## config.mk

```make
export PLATFORM = sky130hd
export DESIGN_NAME = tile_feeder
export DESIGN_NICKNAME = d
export VERILOG_FILES = /design/src/rtl/tile_feeder_pkg.sv /design/src/rtl/tile_bag_lfsr.sv /design/src/rtl/tile_feeder.sv
export SDC_FILE = /design/constraint.sdc
export NUM_CORES = 1
export LEC_CHECK = 0
export BUFFER_PORTS_ARGS = -buffer_cell sky130_fd_sc_hd__buf_2
export CELL_PAD_IN_SITES_DETAIL_PLACEMENT = 0
export CELL_PAD_IN_SITES_GLOBAL_PLACEMENT = 1
export CORE_ASPECT_RATIO = 2
export CORE_MARGIN = 10
export CORE_UTILIZATION = 45
export DETAILED_ROUTE_END_ITERATION = 10
export PLACE_DENSITY = 0.9
export SYNTH_ARGS = -nofsm -noshare
export SYNTH_HDL_FRONTEND = slang
export SYNTH_SLANG_ARGS = --single-unit
```

## constraint.sdc

```tcl
create_clock -name clk_i -period 16.15 [get_ports clk_i]
set_clock_uncertainty 0.1 [all_clocks]
set_input_delay 0.8075 -clock clk_i [delete_from_list [all_inputs] [get_ports clk_i]]
set_output_delay 0.8075 -clock clk_i [all_outputs]
set_load 0.1 [all_outputs]
```

## src/rtl/tile_feeder_pkg.sv

```systemverilog
// rtl/tile_feeder_pkg.sv - shared tile types, bag constants and feeder states
package tetris;

  typedef enum logic [2:0] {eNon, eI, eJ, eL, eO, eS, eT, eZ} tile_type_e;

  localparam logic [15:0] LFSR_TAPS = 16'hB400;
  localparam int          BAG_SIZE  = 7;

  typedef struct packed {
    tile_type_e  tile_type;
    logic [1:0]  angle;
  } bag_entry_t;

  typedef enum logic [1:0] {eIDLE, eWAIT, eOFFER} feeder_state_e;

  // Bag index i maps to the i-th shape after eNon.
  function automatic tile_type_e shape_of(logic [2:0] idx);
    return tile_type_e'(idx + 3'd1);
  endfunction

endpackage

```

## src/rtl/tile_bag_lfsr.sv

```systemverilog
// rtl/tile_bag_lfsr.sv - Galois LFSR plus 7-bag draw; angle randomised under TILE_FEEDER_RAND_ANGLE_EN
module tile_bag_lfsr
  import tetris::*;
#(
  parameter logic [15:0] seed_p = 16'hACE1
) (
  input  logic        clk_i,
  input  logic        reset_n_i,
  input  logic        draw_i,
  input  logic        seed_v_i,
  input  logic [15:0] seed_i,
  output bag_entry_t  entry_o
);

  logic [15:0] lfsr;
  logic [6:0]  used;
  logic [6:0]  used_next;
  logic [2:0]  start;
  logic [2:0]  pick;
  logic        found;

  // First unused slot scanning upward from the LFSR-chosen start, wrapping at 7.
  always_comb begin
    start     = (lfsr[2:0] == 3'd7) ? 3'd0 : lfsr[2:0];
    pick      = start;
    found     = 1'b0;
    for (int k = 0; k < BAG_SIZE; k++) begin
      int j;
      j = (int'(start) + k) % BAG_SIZE;
      if (!found && !used[j]) begin
        pick  = 3'(j);
        found = 1'b1;
      end
    end
    used_next = used | (7'b1 << pick);
    if (used_next == 7'h7F) used_next = 7'h00;
  end

  assign entry_o.tile_type = shape_of(pick);
`ifdef TILE_FEEDER_RAND_ANGLE_EN
  assign entry_o.angle = lfsr[9:8];
`else
  assign entry_o.angle = 2'b00;
`endif

  always_ff @(posedge clk_i or negedge reset_n_i) begin
    if (!reset_n_i) begin
      lfsr <= seed_p;
      used <= 7'h00;
    end else if (seed_v_i) begin
      lfsr <= (seed_i == 16'h0000) ? seed_p : seed_i;
      used <= 7'h00;
    end else begin
      lfsr <= {1'b0, lfsr[15:1]} ^ (lfsr[0] ? LFSR_TAPS : 16'h0000);
      if (draw_i) used <= used_next;
    end
  end

endmodule

```

## src/rtl/tile_feeder.sv

```systemverilog
// rtl/tile_feeder.sv - preview queue and spawn handshake FSM; optional TILE_FEEDER_RAND_ANGLE_EN
module tile_feeder
  import tetris::*;
#(
  parameter int          preview_p = 3,
  parameter logic [15:0] seed_p    = 16'hACE1
) (
  input  logic        clk_i,
  input  logic        reset_n_i,
  input  logic        req_i,
  input  logic        seed_v_i,
  input  logic [15:0] seed_i,
  input  logic        ready_i,
  output logic        v_o,
  output tile_type_e  tile_type_o,
  output logic [1:0]  tile_type_angle_o,
  output tile_type_e  preview_o,
  output logic        busy_o
);

  localparam int PW = (preview_p > 1) ? $clog2(preview_p) : 1;
  localparam int CW = $clog2(preview_p + 1);

  feeder_state_e  state;
  bag_entry_t     entry;
  tile_type_e     q_type [preview_p];
  logic [PW-1:0]  wr_ptr, rd_ptr;
  logic [CW-1:0]  count;
  logic           full, empty, push, pop;
  logic [1:0]     head_angle;

  assign full  = (count == CW'(preview_p));
  assign empty = (count == '0);
  assign push  = !full && !seed_v_i;
  assign pop   = !empty && !seed_v_i &&
                 ((state == eIDLE && req_i) || state == eWAIT);

  tile_bag_lfsr #(.seed_p(seed_p)) u_bag (
    .clk_i     (clk_i),
    .reset_n_i (reset_n_i),
    .draw_i    (push),
    .seed_v_i  (seed_v_i),
    .seed_i    (seed_i),
    .entry_o   (entry)
  );

  function automatic logic [PW-1:0] ptr_inc(logic [PW-1:0] p);
    return (p == PW'(preview_p - 1)) ? '0 : p + 1'b1;
  endfunction

`ifdef TILE_FEEDER_RAND_ANGLE_EN
  logic [1:0] q_angle [preview_p];
  always_ff @(posedge clk_i) if (push) q_angle[wr_ptr] <= entry.angle;
  assign head_angle = q_angle[rd_ptr];
`else
  logic unused_angle;
  assign unused_angle = ^entry.angle;
  assign head_angle   = 2'b00;
`endif

  always_ff @(posedge clk_i) if (push) q_type[wr_ptr] <= entry.tile_type;

  assign preview_o = empty ? eNon : q_type[rd_ptr];
  assign busy_o    = (state != eIDLE);

  always_ff @(posedge clk_i or negedge reset_n_i) begin
    if (!reset_n_i) begin
      state             <= eIDLE;
      v_o               <= 1'b0;
      tile_type_o       <= eNon;
      tile_type_angle_o <= 2'b00;
      wr_ptr            <= '0;
      rd_ptr            <= '0;
      count             <= '0;
    end else begin
      if (seed_v_i) begin
        wr_ptr <= '0;
        rd_ptr <= '0;
        count  <= '0;
      end else begin
        if (push) wr_ptr <= ptr_inc(wr_ptr);
        if (pop)  rd_ptr <= ptr_inc(rd_ptr);
        count <= count + CW'(push) - CW'(pop);
      end
      // A cancelled pop (seed cycle) from eIDLE still parks in eWAIT.
      case (state)
        eIDLE, eWAIT: begin
          if (pop) begin
            tile_type_o       <= q_type[rd_ptr];
            tile_type_angle_o <= head_angle;
            v_o               <= 1'b1;
            state             <= eOFFER;
          end else if (req_i || state == eWAIT) begin
            state <= eWAIT;
          end
        end
        eOFFER: begin
          if (ready_i) begin
            v_o   <= 1'b0;
            state <= eIDLE;
          end
        end
        default: state <= eIDLE;
      endcase
    end
  end

endmodule

```

==> results.py, run 1 <==
metrics = {
    "grt": {
        "grtUsageTotal": 0.167,
        "grt_pass1_vias": 3567,
        "grt_overflow": 0,
        "grt_pass1_wl_um": 17600,
        "grt_max_degree": 36,
        "antenna_found_initial": 0,
    },
    "timing": {
        "worstMarginPinSlew_ps": 736,
        "finalMaxSlewViolations": 0,
        "fin_setup_tns_ps": 0,
        "grt_setup_unrepaired": "no",
        "fmax_ghz": 0.159,
        "final-hold-violation-count": 0,
        "setup_violations": 0,
        "relSlewSlack": 0.509,
        "fin_crit_ps": 6290,
        "period_share": 0.390,
        "holdWs_ps": 377,
    },
    "logic_synthesis": {
        "syn_area_um2": 3790,
        "synth_area_leaders": "dfrtp_1, ha_1, edfxtp_1",
        "yosys.area.top_type": "dfrtp_1",
        "synth_top_area_share": 0.178,
        "synth_area_per_cell_um2": 8.87,
        "yosysWarnings": 0,
        "synth_cell_types": 76,
        "seq_area_frac_synth": 0.305,
        "ys_ff_latch": 44,
        "synth_ff_type": "dfrtp_1",
        "synth_enable_flop_cells": 9,
        "synth_cells": 427,
        "synthArstFlopShare": 0.795,
    },
    "place": {
        "place_area_um2": 3910,
        "place.port_buffers": 28,
        "gp_congestion": 0.908,
        "dp_hpwl_um": 8000,
    },
    "clocking": {
        "postCtsHoldBufs": 0,
        "clockBufferDepth": 2,
        "htreeDepth": 2,
        "clk_pin_slew_ps": 60,
        "post_cts_buffers": 0,
        "cts_resized": 0,
        "cts_tree": "yes",
        "clk_latency_ps": 290,
        "clock-sinks": 44,
        "cts_buffers": 5,
        "root_buffer": "clkbuf_16",
    },
    "critical_path": {
        "critPathMostFrequentCell": "ha_1",
        "cp_num_buf_inv": 0,
        "regToRegSetupSlack_ps": 9860,
        "crit_chain": "ha_1 > a21bo_4 > ha_1 > xnor2_1 > ha_1 > or2_2 > a211o_1 > o22ai_1 > nor2_1 > o32ai_2 > nor2b_1 > and2_1 > nand2_1 > o22ai_1 > a31oi_1 > ha_1 > o221ai_1 > nor4_1 > mux2_4 > nor3_2",
        "setup.worst_path.end_class": "register",
        "worstSetupPathType": "register to register",
        "r2r_start": "u_bag.lfsr[0]$_DFF_PN1_",
        "r2r_cells": 20,
        "timing.rr.end": "u_bag.used[5]$_DFFE_PN0P_",
        "crit_path_top_delay_cell": "dfstp_2",
        "critPathMaxStageDelay_ps": 860,
        "critPathTopFamily": "compound AO/OA/AOI/OAI gates",
        "cp_data_arrival_time_ps": 6340,
        "worstPathRequired_ps": 16200,
        "startpoint_type": "register",
        "crit_path_max_fanout": 28,
    },
    "detailed_routing": {
        "vias_per_cell": 6.40,
        "first_pass_iters": 5,
        "drc": 0,
        "wl_per_cell_um": 19.7,
        "num_vias": 3410,
        "wl_um": 10500,
        "ant_nets": 0,
        "drt_iter0_markers": 175,
    },
    "cells_and_area": {
        "multiInputGateArea_um2": 2420,
        "num_antenna_cells": 0,
        "drive_gt1_frac": 0.184,
        "nFillCells": 814,
        "finalNetCount": 477,
        "area_growth_pct": 7.66,
        "seqCellArea_um2": 1160,
        "finalInstanceArea_um2": 4080,
    },
    "floorplanning": {
        "die_w_um": 84.9,
        "ios": 31,
        "die_h_um": 150,
        "dieArea_um2": 12700,
        "start_util": 0.460,
        "core_um2": 8230,
        "rows": 47,
    },
    "min_path": {
        "min_path_type": "register to register",
        "min-delay-start": "u_bag.lfsr[12]$_DFF_PN0_",
        "whs_path_depth": 1,
        "whs_endpoint": "u_bag.lfsr[11]$_DFF_PN1_",
    },
    "pwr": {
        "p_leak_nw": 1.71,
        "power_density_nw_per_um2": 172,
        "power_w": 0.000700,
        "ir_drop_v": 0.000177,
    },
    "run_status": {
        "outcome": "finished, final reports clean",
    },
    "job": {
        "max-cap-violations": 0,
    },
}
-- worst max-delay path by stage --
stage	start	to	slack, ps	cells after the start
finish	u_bag.lfsr[0]$_DFF_PN1_	u_bag.used[5]$_DFFE_PN0P_	9860	20
global route	u_bag.lfsr[0]$_DFF_PN1_	u_bag.used[4]$_DFFE_PN0P_	9410	20
CTS	u_bag.lfsr[0]$_DFF_PN1_	u_bag.used[5]$_DFFE_PN0P_	9910	20
detailed placement	u_bag.lfsr[0]$_DFF_PN1_	u_bag.used[5]$_DFFE_PN0P_	9950	20
global placement	u_bag.lfsr[0]$_DFF_PN1_	u_bag.used[5]$_DFFE_PN0P_	10140	20
floorplan	u_bag.lfsr[0]$_DFF_PN1_	u_bag.used[2]$_DFFE_PN0P_	10970	24
-- state kept, by name, summed over array words and instances, names as in the netlist --
name,count
v_o,1
rd_ptr,2
u_bag.lfsr,16
wr_ptr,2
state,2
tile_type_o,3
count,2
u_bag.used,7
q_type,9
-- cell usage after synthesis (4+ instances only) --
library cell   n
nor2_1        29
nor4_1         8
edfxtp_1       9
clkbuf_1      16
xnor2_1        5
nor2b_1        7
nand2_1       36
o211ai_1       4
and3_1         4
or2_2          4
buf_4          5
o22a_1         9
dfstp_2        8
nand4_1        4
nor3_1        13
nor3_2         5
o22ai_1        7
nand2b_1       4
buf_2          4
o21ai_0       23
nand3_1        5
nand3b_1       5
a31oi_1       14
ha_1          22
inv_1         18
and2_1         4
mux2i_1       20
dfrtp_1       27
mux2_2        11
a21oi_1       22
-- cell families after synthesis --
group                    count (synthesis)  synth area share
buffers and inverters                   49            0.0568
adder cells (fa/ha/maj)                 22            0.0727
AND/OR/NAND/NOR                        139             0.194
XOR/XNOR                                10            0.0301
AO/OA/AOI/OAI                          128             0.241
multiplexers                            34            0.0994
flip-flops                              44             0.305
other                                    1          0.000990
-- cells in the final DEF, fill, tap and decap left out, types with 5 or more instances in the layout --
cell type and count:
nand3_1 5, dfstp_2 8, clkbuf_16 5, buf_2 28, o22a_1 9, o22ai_1 7, dfrtp_1 27, inv_1 18
o21ai_0 23, a21oi_1 22, ha_1 22, nand2_1 36, nor4_1 8, nor3_2 5, mux2_2 11, nand3b_1 5
mux2i_1 20, nor3_1 13, edfxtp_1 9, xnor2_1 5, nor2_1 29, nor2b_1 7, a31oi_1 14
-- metal layers --
layer,track usage,wire length (um)
met5,0,0
met4,0.129,686
met3,0.0207,383
met2,0.316,5770
met1,0.156,3670
-- worst register-to-register path: stages, from the launching register on --
cell      delay [ps]
dfstp_2          860
ha_1             450
a21bo_4          350
ha_1             420
xnor2_1          140
ha_1             240
or2_2            320
a211o_1          310
o22ai_1          290
nor2_1           110
o32ai_2          500
nor2b_1          150
and2_1           200
nand2_1           70
o22ai_1           90
a31oi_1          400
ha_1             300
o221ai_1         190
nor4_1           320
mux2_4           280
nor3_2            60
-- power breakdown --
| part | switching (W) | total, W | internal (W) |
|---|---|---|---|
| Sequential | 0.0000496 | 0.000201 | 0.000151 |
| Clock | 0.0000398 | 0.000112 | 0.0000727 |
| Combinational | 0.000257 | 0.000386 | 0.000130 |
| Total | 0.000346 | 0.000700 | 0.000353 |
-- per-stage QoR --
| step | setup WS (ps) | util | cells |
|---|---|---|---|
| global route | 9410 | 0.495 | 533 |
| floorplan | 10970 | - | 428 |
| detailed placement | 9950 | 0.475 | 525 |
| global placement | 10140 | 0.475 | 525 |
| finish | 9860 | 0.495 | 533 |
| CTS | 9910 | 0.495 | 533 |
-- final cells by class --
cell class	instances	area share
inverters	20	0.0184
clock buffers	6	0.0316
multi-input cells	335	0.593
well taps	98	0.0301
clock inverters	2	0.00859
repair buffers	28	0.0344
flip-flops and latches	44	0.284
No activity file was read; power rests on OpenSTA's default activity.
==> inputs of run 2 (changes only) <==
- ABC_AREA: not set -> 1
- CORE_UTILIZATION: 45 -> 44
- PLACE_DENSITY: 0.9 -> 0.92
- clock period: 16.15 -> 6.32 ns (I/O delays scaled with it)
==> run 2 against run 1 <==
Against the previous run: hold slack got worse by 370 ps; clock power increased to 2.5 times the previous value; core utilization about the same; via count increased by 2.3%; first-iteration DRC count increased by 20%; critical endpoint is now u_bag.used[2]$_DFFE_PN0P_.
==> results.py, run 2 <==
metrics = {
    "detailed_routing": {
        "drc": 0,
        "ant_nets": 0,
        "wl_um": 10200,
        "num_vias": 3488,
        "drt_iter0_markers": 210,
        "first_pass_iters": 5,
        "wl_per_cell_um": 15.9,
        "vias_per_cell": 5.43,
    },
    "pwr": {
        "ir_drop_v": 0.000430,
        "power_density_nw_per_um2": 435,
        "p_leak_nw": 2.07,
    },
    "place": {
        "dp_hpwl_um": 8380,
        "gp_congestion": 0.878,
        "place_inst": 634,
        "place_ws_ps": 1560,
        "place.port_buffers": 28,
    },
    "timing": {
        "fin_setup_tns_ps": 0,
        "fin_crit_ps": 4780,
        "worstMarginPinSlew_ps": 795,
        "setup_violations": 0,
        "period_share": 0.757,
        "holdWs_ps": 4.44,
        "finalMaxSlewViolations": 0,
        "fmax_ghz": 0.209,
        "final-hold-violation-count": 0,
        "relSlewSlack": 0.466,
        "grt_setup_unrepaired": "no",
        "fin_ws_ps": 1540,
    },
    "critical_path": {
        "worstSetupPathType": "register to register",
        "cp_data_arrival_time_ps": 4890,
        "r2r_cells": 26,
        "worstPathRequired_ps": 6430,
        "r2r_start": "u_bag.lfsr[0]$_DFF_PN1_",
        "crit_path_max_fanout": 14,
        "setup.worst_path.end_class": "register",
        "startpoint_type": "register",
        "timing.rr.end": "u_bag.used[2]$_DFFE_PN0P_",
        "regToRegSetupSlack_ps": 1540,
    },
    "cells_and_area": {
        "drive_gt1_frac": 0.186,
        "layout.cells.non_filler": 642,
        "utilization": 0.495,
        "regMostFlops": "u_bag.lfsr",
        "final_cell_mix": "nand2_1, inv_1, nand3_1",
        "largest_reg_flops": 16,
        "final_common_cell": "nand2_1",
        "multiInputGateArea_um2": 2250,
        "nFillCells": 846,
        "area_growth_pct": 9.80,
        "seqCellArea_um2": 1160,
        "finalNetCount": 586,
        "top_regs": "u_bag.lfsr (16), q_type (9), u_bag.used (7)",
        "num_antenna_cells": 0,
    },
    "logic_synthesis": {
        "synth_most_common_cell": "nand2_1",
        "yosys.area.top_type": "dfrtp_1",
        "netlist_top_cells_count": "nand2_1, inv_1, nand3_1, nor2_1, dfrtp_1",
        "yosysWarnings": 0,
        "seq_area_frac_synth": 0.309,
        "synth_top_area_share": 0.181,
        "synth_cells": 517,
        "syn_area_um2": 3740,
        "synth_area_per_cell_um2": 7.23,
        "ys_ff_latch": 44,
        "synth_cell_types": 43,
        "synthArstFlopShare": 0.795,
        "synth_ff_type": "dfrtp_1",
        "synth_enable_flop_cells": 9,
        "synth_area_leaders": "dfrtp_1, nand2_1, ha_1",
    },
    "floorplanning": {
        "core_um2": 8290,
        "dieArea_um2": 12800,
        "start_util": 0.451,
        "ios": 31,
        "die_w_um": 85.2,
        "die_h_um": 150,
        "rows": 47,
    },
    "clocking": {
        "cts_buffers": 5,
        "clk_latency_ps": 280,
        "clk_pin_slew_ps": 60,
        "htreeDepth": 2,
        "cts_resized": 0,
        "clockBufferDepth": 2,
        "post_cts_buffers": 0,
        "cts_tree": "yes",
        "postCtsHoldBufs": 0,
        "clock-sinks": 44,
        "root_buffer": "clkbuf_16",
    },
    "grt": {
        "antenna_found_initial": 0,
        "grt_overflow": 0,
        "grt_pass1_vias": 3650,
        "grt_pass1_wl_um": 17000,
        "grtUsageTotal": 0.162,
        "grt_max_degree": 36,
    },
    "min_path": {
        "min_path_type": "input pin to async pin",
    },
    "job": {
        "max-cap-violations": 0,
    },
    "run_status": {
        "outcome": "finished, final reports clean",
    },
}
run 2: worst max path at each step:
stage	end	from	slack [ps]
4_1_cts	u_bag.used[2]$_DFFE_PN0P_	u_bag.lfsr[0]$_DFF_PN1_	1520
3_5_place_dp	u_bag.used[2]$_DFFE_PN0P_	u_bag.lfsr[0]$_DFF_PN1_	1560
6_report	u_bag.used[2]$_DFFE_PN0P_	u_bag.lfsr[0]$_DFF_PN1_	1540
2_1_floorplan	u_bag.used[0]$_DFFE_PN0P_	u_bag.lfsr[0]$_DFF_PN1_	2330
5_1_grt	u_bag.used[3]$_DFFE_PN0P_	u_bag.lfsr[0]$_DFF_PN1_	1090
3_3_place_gp	u_bag.used[4]$_DFFE_PN0P_	u_bag.lfsr[0]$_DFF_PN1_	1680
run 2: logic make-up after synthesis:
group,Yosys count,share of synthesized area
fa+ha+maj,22,0.0736
buf+inv,82,0.0903
flops,44,0.309
compound gates,74,0.118
other cells,1,0.00100
xor+xnor,10,0.0304
simple gates,284,0.377
run 2: cell type report:
| cell class | instances | share of cell area |
|---|---|---|
| Clock inverter | 2 | 0.00853 |
| Clock buffer | 6 | 0.0314 |
| Sequential cell | 44 | 0.282 |
| Tap cell | 98 | 0.0299 |
| Timing Repair Buffer | 29 | 0.0360 |
| Multi-Input combinational cell | 392 | 0.548 |
| Inverter | 71 | 0.0649 |
run 2: per-layer routing:
metal	wire (um)	track usage	vias to the layer above	part of all wire
met3	285	0.0216	45	0.028
li1	-	-	1729	-
met1	3280	0.133	1610	0.32
met4	769	0.132	0	0.076
met5	0	0	-	0
met2	5850	0.324	104	0.57
run 2: through the flow:
| step | power (W) | area [um2] |
|---|---|---|
| 2_1_floorplan | 0.00126 | 3740 |
| 3_3_place_gp | 0.00149 | 3940 |
| 3_5_place_dp | 0.00151 | 3940 |
| 4_1_cts | 0.00180 | 4110 |
| 5_1_grt | 0.00193 | 4110 |
| 6_report | 0.00179 | 4110 |
run 2: report_power, final:
part,switching [W],internal (W)
logic,0.000764,0.000273
registers,0.0000687,0.000397
clock network,0.0000984,0.000186
run 2: worst max-delay path, cell delays in order, from the launching register on:
cell	delay [ps]
dfstp_2	670
ha_1	260
nand2_2	120
nand2_4	220
inv_2	140
ha_1	220
ha_1	260
xor2_2	280
nand3_1	100
nand3_1	150
nand2_2	140
nor2_8	230
nand4_4	150
nor2_4	130
inv_1	60
o21ai_0	140
inv_1	50
a22oi_1	280
inv_1	170
ha_1	240
nand3_1	140
nand2_1	60
nand2_1	110
nor2_4	50
nand2_4	90
nand2_1	50
nand2_1	70
==> inputs of run 3 (changes only) <==
- ABC_AREA: 1 -> 0
- CORE_UTILIZATION: 44 -> 45
- PLACE_DENSITY: 0.92 -> 0.9
- clock period: 6.32 -> 4.4 ns (I/O delays scaled with it)
==> run 3 against run 2 <==
Against the previous run: the run now ends with negative setup slack left; flip-flop and latch count unchanged; total power up 70%; maximum frequency rose by 4.0%; hold slack gained 28 ps; core utilization is 11 points higher; global-route usage grew 1.5 points; non-clock buffer count is 73 higher; combinational power grew 86%; largest cell class unchanged; largest power group unchanged.
==> results.py, run 3 (synthesis gave the netlist of run 1 again) <==
metrics = {
    "clocking": {
        "clock-sinks": 44,
        "root_buffer": "clkbuf_16",
        "clk_latency_ps": 290,
        "clk_pin_slew_ps": 60,
        "htreeDepth": 2,
        "cts_tree": "yes",
        "cts_buffers": 5,
        "clockBufferDepth": 2,
    },
    "place": {
        "place_area_um2": 4460,
        "gp_congestion": 0.904,
        "dp_hpwl_um": 8860,
        "place_inst": 586,
        "place.port_buffers": 28,
    },
    "detailed_routing": {
        "num_vias": 3713,
        "wl_per_cell_um": 19.0,
        "wl_um": 11500,
        "drc": 0,
        "drt_iter0_markers": 223,
        "first_pass_iters": 5,
        "vias_per_cell": 6.12,
        "ant_nets": 0,
    },
    "cells_and_area": {
        "regMostFlops": "u_bag.lfsr",
        "drive_gt1_frac": 0.397,
        "finalNetCount": 551,
        "final_common_cell": "buf_4",
        "num_antenna_cells": 0,
        "finalInstanceArea_um2": 5000,
        "area_growth_pct": 31.9,
        "final_cell_mix": "buf_4, nand2_1, buf_2",
        "layout.cells.non_filler": 607,
        "top_regs": "u_bag.lfsr (16), q_type (9), u_bag.used (7)",
        "utilization": 0.607,
        "largest_reg_flops": 16,
    },
    "floorplanning": {
        "die_w_um": 84.9,
        "rows": 47,
        "ios": 31,
        "start_util": 0.460,
        "die_h_um": 150,
        "dieArea_um2": 12700,
        "core_um2": 8230,
    },
    "pwr": {
        "ir_drop_v": 0.000838,
        "p_leak_nw": 2.12,
        "power_density_nw_per_um2": 610,
        "power_w": 0.00305,
    },
    "grt": {
        "grt_overflow": 0,
        "grt_pass1_vias": 3964,
        "antenna_found_initial": 0,
        "grt_pass1_wl_um": 18500,
        "grt_max_degree": 36,
        "grtUsageTotal": 0.178,
    },
    "timing": {
        "worstMarginPinSlew_ps": 747,
        "period_share": 1.04,
        "grt_setup_unrepaired": "yes",
        "fin_ws_ps": -198,
        "finalMaxSlewViolations": 0,
        "relSlewSlack": 0.502,
        "setup_violations": 7,
        "fin_crit_ps": 4600,
        "fmax_ghz": 0.218,
        "final-hold-violation-count": 0,
        "holdWs_ps": 32.0,
    },
    "critical_path": {
        "setup.worst_path.end_class": "register",
        "critPathMostFrequentCell": "ha_4",
        "startpoint_type": "register",
        "worstPathRequired_ps": 4440,
        "cp_data_arrival_time_ps": 4640,
        "critPathMaxStageDelay_ps": 400,
        "worstSetupPathType": "register to register",
        "crit_chain": "ha_4 > a21bo_4 > ha_4 > xnor2_2 > ha_2 > or2_4 > buf_4 > o32a_1 > o211a_1 > o32ai_4 > buf_6 > mux2i_1 > o22a_1 > a21oi_2 > ha_4 > ha_4 > o221ai_4 > nor4_2 > mux2_4 > nor3b_2",
        "crit_path_top_delay_cell": "dfrtp_1",
        "crit_path_max_fanout": 7,
    },
    "run_status": {
        "outcome": "finished with violations",
        "violations": "negative setup slack",
    },
    "job": {
        "max-cap-violations": 0,
    },
    "min_path": {
        "min_path_type": "input pin to register",
    },
}
==> run 3: what timing repair did <==
item                       CTS  global route
setup endpoints to repair    7             7
setup buffers                7             6
hold buffers                 1             0
gates cloned                 0             0
pin swaps                   14             9
gates resized for setup     37            16
hold endpoints to repair    27             0
==> run 3: layout make-up <==
cell class,count,area (um2)
fillers,730,3240
multi-input cells,335,2770
flip-flops and latches,44,1160
repair buffers,102,702
clock buffers,5,125
well taps,98,123
inverters,20,75.1
clock inverters,3,42.5
==> run 3: report_power, final <==
group,switching (W),internal (W)
clock network,0.000149,0.000266
registers,0.000143,0.000556
logic,0.00114,0.000793
==> run 3: path summary, 6_finish.rpt <==
kind	startpoint	to	slack [ps]	depth (start not counted)
setup / recovery	u_bag.lfsr[1]$_DFF_PN0_	u_bag.used[0]$_DFFE_PN0P_	-200	20
hold / removal	ready_i	state[1]$_DFFE_PN0P_	30	2
setup reg to reg	u_bag.lfsr[1]$_DFF_PN0_	u_bag.used[0]$_DFFE_PN0P_	-200	20
hold reg to reg	u_bag.lfsr[8]$_DFF_PN0_	u_bag.lfsr[7]$_DFF_PN1_	380	1
max in group asynchronous	reset_n_i	u_bag.used[6]$_DFFE_PN0P_	3280	2
min in group asynchronous	reset_n_i	u_bag.lfsr[8]$_DFF_PN0_	440	2
==> run 3: metrics by stage <==
| step | TNS [ps] | setup WS (ps) |
|---|---|---|
| 6_report | -1300 | -198 |
| 5_1_grt | -1990 | -300 |
| 4_1_cts | -805 | -147 |
| 3_5_place_dp | -2640 | -388 |
| 3_3_place_gp | -1030 | -167 |
| 2_1_floorplan | -2190 | -366 |
==> run 3: routing by layer <==
layer	GRT usage	routed length (um)
met1	0.146	3780
met2	0.357	6540
met3	0.0229	327
met4	0.139	870
met5	0	0
==> run 3: critical path, delay by kind of cell (launching register included) <==
kind            cells  cell delay (ps)
simple gates        3              550
compound gates      7             1750
fa+ha+maj           5              880
xor+xnor            1              130
mux                 2              350
flops               1              400
buf+inv             2              290
